==> src/rtl/bus_arbiter_rr.sv <==
// Round-robin owner arbiter for the shared internal bus: one-hot grant plus mux select, one-cycle turnaround gap.
// Optional forced release of an owner after HOLD_MAX busy cycles when BUS_ARB_TIMEOUT_EN is defined.
module bus_arbiter_rr #(
  parameter int N_REQ    = 32,
  parameter int SEL_W    = 5,
  parameter int HOLD_MAX = 16
) (
  input  logic             clk,
  input  logic             clr,
  input  logic [N_REQ-1:0] req,
  output logic [N_REQ-1:0] grant,
  output logic [SEL_W-1:0] s,
  output logic             bus_busy,
  output logic             timeout
);

  typedef enum logic [1:0] {IDLE, BUSY, GAP} state_t;

  localparam logic [SEL_W:0] NR = (SEL_W + 1)'(N_REQ);

  if (SEL_W != $clog2(N_REQ) || HOLD_MAX < 2) begin : g_bad_params
    $error("bus_arbiter_rr: SEL_W must be clog2(N_REQ) and HOLD_MAX at least 2");
  end

  state_t           state_reg, state_next;
  logic [SEL_W-1:0] ptr_reg, ptr_next;
  logic [SEL_W-1:0] s_reg, s_next;
  logic [N_REQ-1:0] grant_reg, grant_next;
  logic             busy_reg, busy_next;
  logic [N_REQ-1:0] rot;
  logic [SEL_W-1:0] off, winner;

`ifdef BUS_ARB_TIMEOUT_EN
  localparam int HOLD_W = $clog2(HOLD_MAX) + 1;
  logic [HOLD_W-1:0] hold_reg, hold_next;
  logic              timeout_reg, timeout_next;
`endif

  // Index addition modulo N_REQ, valid for any N_REQ, not only powers of two.
  function automatic logic [SEL_W-1:0] wrap_add(input logic [SEL_W-1:0] a, input logic [SEL_W-1:0] b);
    logic [SEL_W:0] sum;
    sum = {1'b0, a} + {1'b0, b};
    if (sum >= NR) sum = sum - NR;
    return sum[SEL_W-1:0];
  endfunction

  // rot[0] is the requester at ptr, so the lowest set bit of rot is the cyclic winner.
  for (genvar gi = 0; gi < N_REQ; gi++) begin : g_rot
    assign rot[gi] = req[wrap_add(ptr_reg, SEL_W'(gi))];
  end

  always_comb begin
    off = '0;
    for (int j = N_REQ - 1; j >= 0; j--) begin
      if (rot[j]) off = SEL_W'(j);
    end
    winner = wrap_add(ptr_reg, off);
  end

  always_comb begin
    state_next = state_reg;
    ptr_next   = ptr_reg;
    s_next     = s_reg;
    grant_next = grant_reg;
    busy_next  = busy_reg;
`ifdef BUS_ARB_TIMEOUT_EN
    hold_next    = hold_reg;
    timeout_next = 1'b0;
`endif
    case (state_reg)
      BUSY: begin
        if (!req[s_reg]) begin
          grant_next = '0;
          busy_next  = 1'b0;
          state_next = GAP;
        end
`ifdef BUS_ARB_TIMEOUT_EN
        else if (hold_reg == HOLD_W'(HOLD_MAX - 1)) begin
          grant_next   = '0;
          busy_next    = 1'b0;
          timeout_next = 1'b1;
          state_next   = GAP;
        end else begin
          hold_next = hold_reg + HOLD_W'(1);
        end
`endif
      end
      default: begin
        // IDLE and GAP arbitrate identically; GAP only differs by having just lost an owner.
        if (|req) begin
          grant_next         = '0;
          grant_next[winner] = 1'b1;
          s_next             = winner;
          busy_next          = 1'b1;
          ptr_next           = wrap_add(winner, SEL_W'(1));
          state_next         = BUSY;
`ifdef BUS_ARB_TIMEOUT_EN
          hold_next = '0;
`endif
        end else begin
          state_next = IDLE;
        end
      end
    endcase
  end

  always_ff @(posedge clk or negedge clr) begin
    if (!clr) begin
      state_reg <= IDLE;
      ptr_reg   <= '0;
      s_reg     <= '0;
      grant_reg <= '0;
      busy_reg  <= 1'b0;
`ifdef BUS_ARB_TIMEOUT_EN
      hold_reg    <= '0;
      timeout_reg <= 1'b0;
`endif
    end else begin
      state_reg <= state_next;
      ptr_reg   <= ptr_next;
      s_reg     <= s_next;
      grant_reg <= grant_next;
      busy_reg  <= busy_next;
`ifdef BUS_ARB_TIMEOUT_EN
      hold_reg    <= hold_next;
      timeout_reg <= timeout_next;
`endif
    end
  end

  assign grant    = grant_reg;
  assign s        = s_reg;
  assign bus_busy = busy_reg;
`ifdef BUS_ARB_TIMEOUT_EN
  assign timeout = timeout_reg;
`else
  assign timeout = 1'b0;
`endif

endmodule
==> config.mk <==
export PLATFORM = sky130hd
export DESIGN_NAME = bus_arbiter_rr
export DESIGN_NICKNAME = d
export VERILOG_FILES = /design/src/rtl/bus_arbiter_rr.sv
export SDC_FILE = /design/constraint.sdc
export NUM_CORES = 1
export LEC_CHECK = 0
export ABC_AREA = 1
export BUFFER_PORTS_ARGS = -buffer_cell sky130_fd_sc_hd__buf_2
export CAP_MARGIN = 25
export CORE_AREA = 4 4 111 113
export DETAILED_ROUTE_END_ITERATION = 12
export DIE_AREA = 0 0 115 117
export SLEW_MARGIN = 30
export SYNTH_ARGS = -nofsm -noshare
export SYNTH_HDL_FRONTEND = slang
export SYNTH_SLANG_ARGS = --single-unit
==> constraint.sdc <==
create_clock -name clk -period 6.3 [get_ports clk]
set_input_delay 0.945 -clock clk [delete_from_list [all_inputs] [get_ports clk]]
set_output_delay 0.945 -clock clk [all_outputs]
set_load 0.03 [all_outputs]
==> results of run 1 <==
==> metrics by stage <==
stage	utilization [%]	setup WS (ns)	cell area, um^2	hold slack (ns)
after detailed placement	48.2	0.680	5450	0.472
after floorplan	-	1.31	5050	0.492
after global routing	49.6	0.110	5610	0.510
final	49.6	0.769	5610	0.480
after global placement	48.1	0.709	5440	0.458
after CTS	49.4	0.659	5590	0.487
==> what timing repair did <==
action	CTS	global route
endpoints found under the setup margin	0	6
hold buffers	0	0
buffers inserted	0	2
==> cells in the final DEF (no fill, tap or decap), types with 3 or more instances in the layout <==
| cell | netlist | layout |
|---|---|---|
| nand2_1 | 253 | 253 |
| nand3_1 | 143 | 143 |
| buf_2 | 8 | 70 |
| o21ai_0 | 63 | 63 |
| inv_1 | 56 | 56 |
| dfrtp_1 | 45 | 45 |
| nor2_1 | 42 | 42 |
| a21oi_1 | 22 | 22 |
| ha_1 | 21 | 21 |
| a31oi_1 | 20 | 20 |
| xor2_1 | 19 | 19 |
| o21ai_1 | 15 | 15 |
| buf_4 | 6 | 11 |
| nand2_2 | 8 | 8 |
| nor4_1 | 8 | 8 |
| a21o_1 | 7 | 7 |
| mux2i_1 | 6 | 6 |
| inv_2 | 5 | 5 |
| clkbuf_16 | 0 | 5 |
| xnor2_1 | 4 | 4 |
| a32oi_1 | 4 | 4 |
| nand3_2 | 4 | 4 |
| o21a_1 | 3 | 3 |
| o211ai_1 | 3 | 3 |
| o21bai_1 | 3 | 3 |
| o221ai_1 | 3 | 3 |
==> cell type report <==
cell class / instances / area [um^2] / area share [%]
Clock buffer: 7 / 133 / 2.36
Clock inverter: 1 / 7.51 / 0.134
Inverter: 62 / 240 / 4.28
Multi-Input combinational cell: 670 / 3480 / 62.1
Sequential cell: 45 / 1130 / 20.1
Tap cell: 143 / 179 / 3.19
Timing Repair Buffer: 82 / 444 / 7.92
==> per-layer routing <==
metal / part of all wire (%) / global-route usage (%) / wire [um]
met1: 42 / 34.7 / 7470
met2: 49 / 47.2 / 8720
met4: 1.7 / 7.59 / 295
met3: 6.6 / 3.08 / 1170
met5: 0 / 0 / 0
==> synth_stat cells, drive strengths merged, types with 4 or more instances <==
master,n
ha,21
dfrtp,45
nor4,8
a32oi,4
clkbuf,12
o21a,4
a21o,7
buf,21
xnor2,5
a31oi,21
nand2,261
nor2,44
mux2i,6
a21oi,24
nand3,147
inv,62
o21ai,79
xor2,19
==> path summary, 6_finish.rpt <==
check	from	end	slack, ns	cells after the start
min in group asynchronous	clr	grant[18]	0.66	1
worst min register to register	grant[18]	grant[18]	0.48	2
max in group asynchronous	clr	s[3]	5.27	1
worst max register to register	ptr_reg[1]	ptr_reg[4]	0.77	49
worst max-delay path	ptr_reg[1]	ptr_reg[4]	0.77	49
worst min-delay path	grant[18]	grant[18]	0.48	2
==> kinds of logic (layout without fill, tap and decap cells) <==
logic type      after synthesis  in the layout  share of synthesized area [%]
simple gates                464            464                           39.7
compound gates              153            153                           17.8
buf+inv                      95            152                           8.97
flops                        45             45                           22.3
xor+xnor                     24             24                           4.31
fa+ha+maj                    22             22                           5.60
mux                           6              6                           1.19
other cells                   1              1                         0.0743
==> worst max-delay path: cells and delay by family, from the launching register on <==
kind            cells  cell delay, ns
simple gates       36            2.21
fa+ha+maj           3            1.01
buf+inv             5            0.97
flops               1            0.55
xor+xnor            3            0.49
compound gates      2            0.13
==> results.cfg, run 1 <==
[run_status]
outcome = finished, final reports clean

[synthesis]
syn-num-nets = 866
syn_area_per_cell_um2 = 6.23
yosysSeqAreaShare_pct = 22.3
yosysWarnings = 0
synth_area_um2 = 5050
synth_ff_type = dfrtp_1
synth.area.top_cells = dfrtp_1, nand2_1, nand3_1
synthArstFlopShare_pct = 100
synth_enable_flop_cells = 0
synth_cells = 810
ys_ff_latch = 45
synth_top_area_share_pct = 22.3
synth.largest_area_cell = dfrtp_1
ys_types = 45

[final_layout]
antenna_cells = 0
final_net_count = 922
drive_above_1_share_pct = 13.6
synthToLayoutAreaGrowth_pct = 11.2
nFillCells = 1207
final_cell_count_no_fill = 1010
largest_reg_flops = 32

[place]
io_buffers = 71
dp_hpwl_um = 13900
gp_congestion = 0.986
place_inst = 1000

[worst_setup_path]
path_class = flop to flop
end_kind = flop
worst_setup_path_start_kind = flop
crit_path_top_delay_cell = dfrtp_1
cpPeakStageDelay_ns = 0.55
crit_fanout = 23
arrival_ns = 5.68
cp.required_ns = 6.45
cp_common_cell = nand2_1

[global_routing]
track_usage_pct = 26.8
overflow = 0
grt_pass1_vias = 5490
antenna_found_initial = 0
grt_max_degree = 46
grt_first_pass_wirelength_um = 28500

[clock_network]
cts_max_level = 2
cts_num_sinks = 45
clock_latency_ns = 0.28
clkTransAtPathRegs_ns = 0.06
cts-root-buf = clkbuf_16
cts_resized = 0
cts_tree = done
cts_inserted_buffers = 5
clock_path_buffers = 2

[floorplanning]
start_util_pct = 44.6
fp.dieW_um = 115
core.rowCount = 39
die_y_um = 117
die_area_um2 = 13500
boundaryPins = 73
core_um2 = 11300

[timing]
relSlewSlack_pct = 50.7
period_share_pct = 87.8
rsz0062_at_grt = false
report.final.setup_viol = 0
slew_viol_final = 0
tns_ns = 0
worstMarginPinSlew_ns = 0.736
fin_crit_ns = 5.53
fmax_mhz = 181
hold_violations = 0
skew_ns = 0.00461

[routing]
dr_total_vias = 5770
ant_nets = 0
wl_um = 17700
wl_per_cell_um = 17.5
firstDrtPassIters = 6
drt_iter0_markers = 660
via_per_inst = 5.71
route.detailed.drc = 0

[flow_run]
max_cap_viol_count = 0

[worst_hold_path]
worst_hold_path_type = flop to flop
Power of run 1 is left out: the tool's default activity adds up to more than one toggle a clock period on the data nets, which glitch-free logic cannot reach.
==> run 2, diff against run 1 <==
- PLACE_DENSITY: not set -> 0.67
- clock period: 6.3 -> 4.55 ns (I/O delays scaled with it)
==> results.cfg, run 2 (synthesis gave the netlist of run 1 again) <==
[global_routing]
overflow = 0
antenna_found_initial = 0
grt_first_pass_wirelength_um = 30600
grt_max_degree = 46
grt_pass1_vias = 6136
track_usage_pct = 28.4

[worst_setup_path]
crit_fanout = 6
cpPeakStageDelay_ns = 0.46
r2r-start = ptr_reg[0]
cp_common_cell = buf_4
arrival_ns = 5.02
path_class = flop to flop
worst_setup_path_start_kind = flop
end_kind = flop
cp.required_ns = 4.71
crit_path_top_delay_cell = dfrtp_2
crit_start = ptr_reg[0]

[timing]
slew_viol_final = 0
hold_slack_ns = 0.395
finalWorstSetupSlack_ns = -0.312
rsz0062_at_grt = true
report.final.setup_viol = 36
skew_ns = 0.00539
period_share_pct = 107
hold_violations = 0
fin_crit_ns = 4.86
relSlewSlack_pct = 43.6
worstMarginPinSlew_ns = 0.843
fmax_mhz = 206

[floorplanning]
start_util_pct = 44.6
core.rowCount = 39
core_um2 = 11300
die_y_um = 117
die_area_um2 = 13500
fp.dieW_um = 115
boundaryPins = 73

[run_status]
outcome = finished, violations left
violations = negative setup slack

[final_layout]
layout_commonest_cell = nand2_1
largest_reg_flops = 32
final_net_count = 1104
drive_above_1_share_pct = 38.4
antenna_cells = 0
final_util_pct = 68.9
layout_common_cells = nand2_1, buf_4, nand3_1
synthToLayoutAreaGrowth_pct = 54.5
nFillCells = 967

[clock_network]
hold_buffers = 0
cts_tree = done
cts_inserted_buffers = 5
clock_latency_ns = 0.28
clock_path_buffers = 2
clkTransAtPathRegs_ns = 0.06
cts_max_level = 2
cts_num_sinks = 45
cts-root-buf = clkbuf_16

[worst_hold_path]
worst_hold_path_type = input pin to asynchronous set/reset pin

[routing]
firstDrtPassIters = 5
via_per_inst = 5.46
wl_per_cell_um = 16.2
wl_um = 19300
drt_iter0_markers = 567
dr_total_vias = 6505
route.detailed.drc = 0
ant_nets = 0

[place]
dp_hpwl_um = 14300
io_buffers = 71
gp_congestion = 0.974

[flow_run]
max_cap_viol_count = 0
## run 2: cell types whose count changed in the layout (fill, tap and decap cells not counted), sizes merged
cell    before  now
buf         82  263
bufinv       0    2
clkbuf       7    5
clkinv       0    1
## run 2: stage by stage
step,cell area [um^2],TNS (ns),setup slack [ns],std cells
6_report,7800,-8.73,-0.312,1192
5_1_grt,7800,-24.90,-0.724,1192
4_1_cts,7720,-2.15,-0.108,1191
3_5_place_dp,6600,-12.75,-0.473,1131
3_3_place_gp,6600,-10.88,-0.349,1131
2_1_floorplan,5200,-0.914,-0.0384,810
## run 2: final timing paths
path	to	slack, ns	cells past startpoint
hold reg to reg	bus_busy	0.48	2
setup reg to reg	ptr_reg[4]	-0.31	30
min in group clk	bus_busy	0.48	2
hold / removal	grant[15]	0.39	1
setup / recovery	ptr_reg[4]	-0.31	30
max in group asynchronous	ptr_reg[0]	3.74	1
## run 2: what timing repair did
| item | 4_1_cts | 5_1_grt |
|---|---|---|
| pin swaps | 26 | 4 |
| gates cloned | 2 | 0 |
| gates resized for setup | 134 | 19 |
| buffers inserted | 52 | 1 |
| setup endpoints to repair | 37 | 42 |
## run 2: worst max-delay path, delay by kind of cell, from the launching register on
kind            cells  cell delay (ns)
fa+ha+maj           2             0.52
flops               1             0.46
buf+inv            12             1.52
xor+xnor            4             0.63
simple gates        6             0.62
compound gates      6             0.99
## run 2: per-layer routing
metal | up-vias | track usage (%) | wire length, um
met5 | - | 0 | 0
met4 | 0 | 9.47 | 615
met3 | 41 | 4.01 | 1380
met2 | 239 | 47.8 | 9220
met1 | 3018 | 37.5 | 8100
li1 | 3207 | - | -
## run 2: area by class of cell
cell class | count | area (um^2) | area share (%)
clock buffers | 5 | 125 | 1.60
clock inverters | 3 | 65.1 | 0.834
multi-input cells | 670 | 4090 | 52.4
inverters | 62 | 262 | 3.35
repair buffers | 263 | 1950 | 25.0
well taps | 143 | 179 | 2.29
repair inverters | 1 | 8.76 | 0.112
flip-flops and latches | 45 | 1130 | 14.5
Power of run 2 is left out for the same reason.
==> run 3, diff against run 2 <==
- CORE_AREA: 4 4 111 113 -> 2 2 109 111
- DIE_AREA: 0 0 115 117 -> 0 0 111 113
==> results.cfg, run 3 (synthesis gave the netlist of run 1 again) <==
[run_status]
outcome = finished, violations left
violations = negative setup slack

[clock_network]
clock_latency_ns = 0.29
cts-root-buf = clkbuf_16
cts_inserted_buffers = 5
hold_buffers = 0
cts_num_sinks = 45
cts_max_level = 2
cts_tree = done
clkTransAtPathRegs_ns = 0.07
clock_path_buffers = 2

[worst_setup_path]
path_class = flop to flop
worst_setup_path_start_kind = flop
crit_start = ptr_reg[0]
cp.required_ns = 4.72
cpPeakStageDelay_ns = 0.63
arrival_ns = 4.90
r2r-start = ptr_reg[0]
crit_fanout = 8
crit_path_top_delay_cell = fa_2
cp.buffers_inverters = 5
cpLargestDelayFamily = simple AND/OR/NAND/NOR gates
end_kind = flop
cp_common_cell = nand2_1

[place]
place_inst = 1141
gp_congestion = 1.03
placed_area_um2 = 6740
dp_hpwl_um = 14200
io_buffers = 71
place_ws_ns = -0.450

[final_layout]
largest_reg_flops = 32
postLayoutCellArea_um2 = 7910
layout_common_cells = nand2_1, buf_4, nand3_1
layout_commonest_cell = nand2_1
final_cell_count_no_fill = 1177
drive_above_1_share_pct = 41.1
final_net_count = 1089
antenna_cells = 0
nFillCells = 900
multi_input_comb_area_um2 = 4270
synthToLayoutAreaGrowth_pct = 56.6
final-seq-area_um2 = 1130

[timing]
finalWorstSetupSlack_ns = -0.179
fin_crit_ns = 4.73
hold_slack_ns = 0.376
hold_violations = 0
rsz0062_at_grt = true
worstMarginPinSlew_ns = 0.582
relSlewSlack_pct = 61.2
period_share_pct = 104
fmax_mhz = 211
skew_ns = 0.00680
slew_viol_final = 0
report.final.setup_viol = 36

[routing]
route.detailed.drc = 0
ant_nets = 0
drt_iter0_markers = 628
dr_total_vias = 6606
wl_um = 19300
firstDrtPassIters = 6
via_per_inst = 5.61
wl_per_cell_um = 16.4

[floorplanning]
core.rowCount = 39
die_y_um = 113
boundaryPins = 73
start_util_pct = 44.8
fp.dieW_um = 111
core_um2 = 11300
die_area_um2 = 12500

[flow_run]
max_cap_viol_count = 0

[worst_hold_path]
worst_hold_path_type = input pin to asynchronous set/reset pin

[global_routing]
grt_max_degree = 46
track_usage_pct = 29.5
overflow = 0
grt_pass1_vias = 6059
grt_first_pass_wirelength_um = 30100
antenna_found_initial = 0
==> run 3: cell count changes in the layout (fill, tap and decap cells not counted), sizes merged <==
cell      delta
buf         -15
bufinv       -2
clkbuf       +1
clkinvlp     -1
inv          +2
==> run 3: per-stage QoR <==
step | setup TNS [ns] | util, %
after detailed placement | -12.40 | 59.8
after global routing | -23.59 | 70.1
after CTS | -2.10 | 66.7
after global placement | -10.69 | 59.8
final | -4.97 | 70.1
after floorplan | -0.914 | -
==> run 3: layout make-up <==
cell class	count	share of cell area, %
Clock inverter	3	0.364
Clock buffer	5	1.58
Inverter	62	3.42
Sequential cell	45	14.3
Multi-Input combinational cell	670	54.0
Tap cell	143	2.26
Timing Repair Buffer	249	24.1
==> run 3: per-layer routing <==
| metal | wire length, um | up-vias | GRT usage [%] | share of wire [%] |
|---|---|---|---|---|
| met1 | 8060 | 3062 | 38.8 | 42 |
| met3 | 1380 | 63 | 3.86 | 7.1 |
| met2 | 9000 | 300 | 49.1 | 47 |
| met4 | 837 | 0 | 12.4 | 4.3 |
| met5 | 0 | - | 0 | 0 |
| li1 | - | 3181 | - | - |
==> run 3: worst paths after layout <==
path | slack, ns | endpoint | cells after the start
min in group clk | 0.48 | grant[17] | 2
max reg2reg | -0.18 | ptr_reg[4] | 44
max in group asynchronous | 3.77 | ptr_reg[0] | 1
min reg2reg | 0.48 | grant[17] | 2
min | 0.38 | grant[19] | 1
max | -0.18 | ptr_reg[4] | 44
==> run 3: timing repair <==
item                       in CTS  in global routing
gates cloned                    2                  1
pin swaps                      18                 11
setup endpoints to repair      37                 42
gates resized for setup       122                 68
setup buffers                  15                 10
Power of run 3 is left out for the same reason.
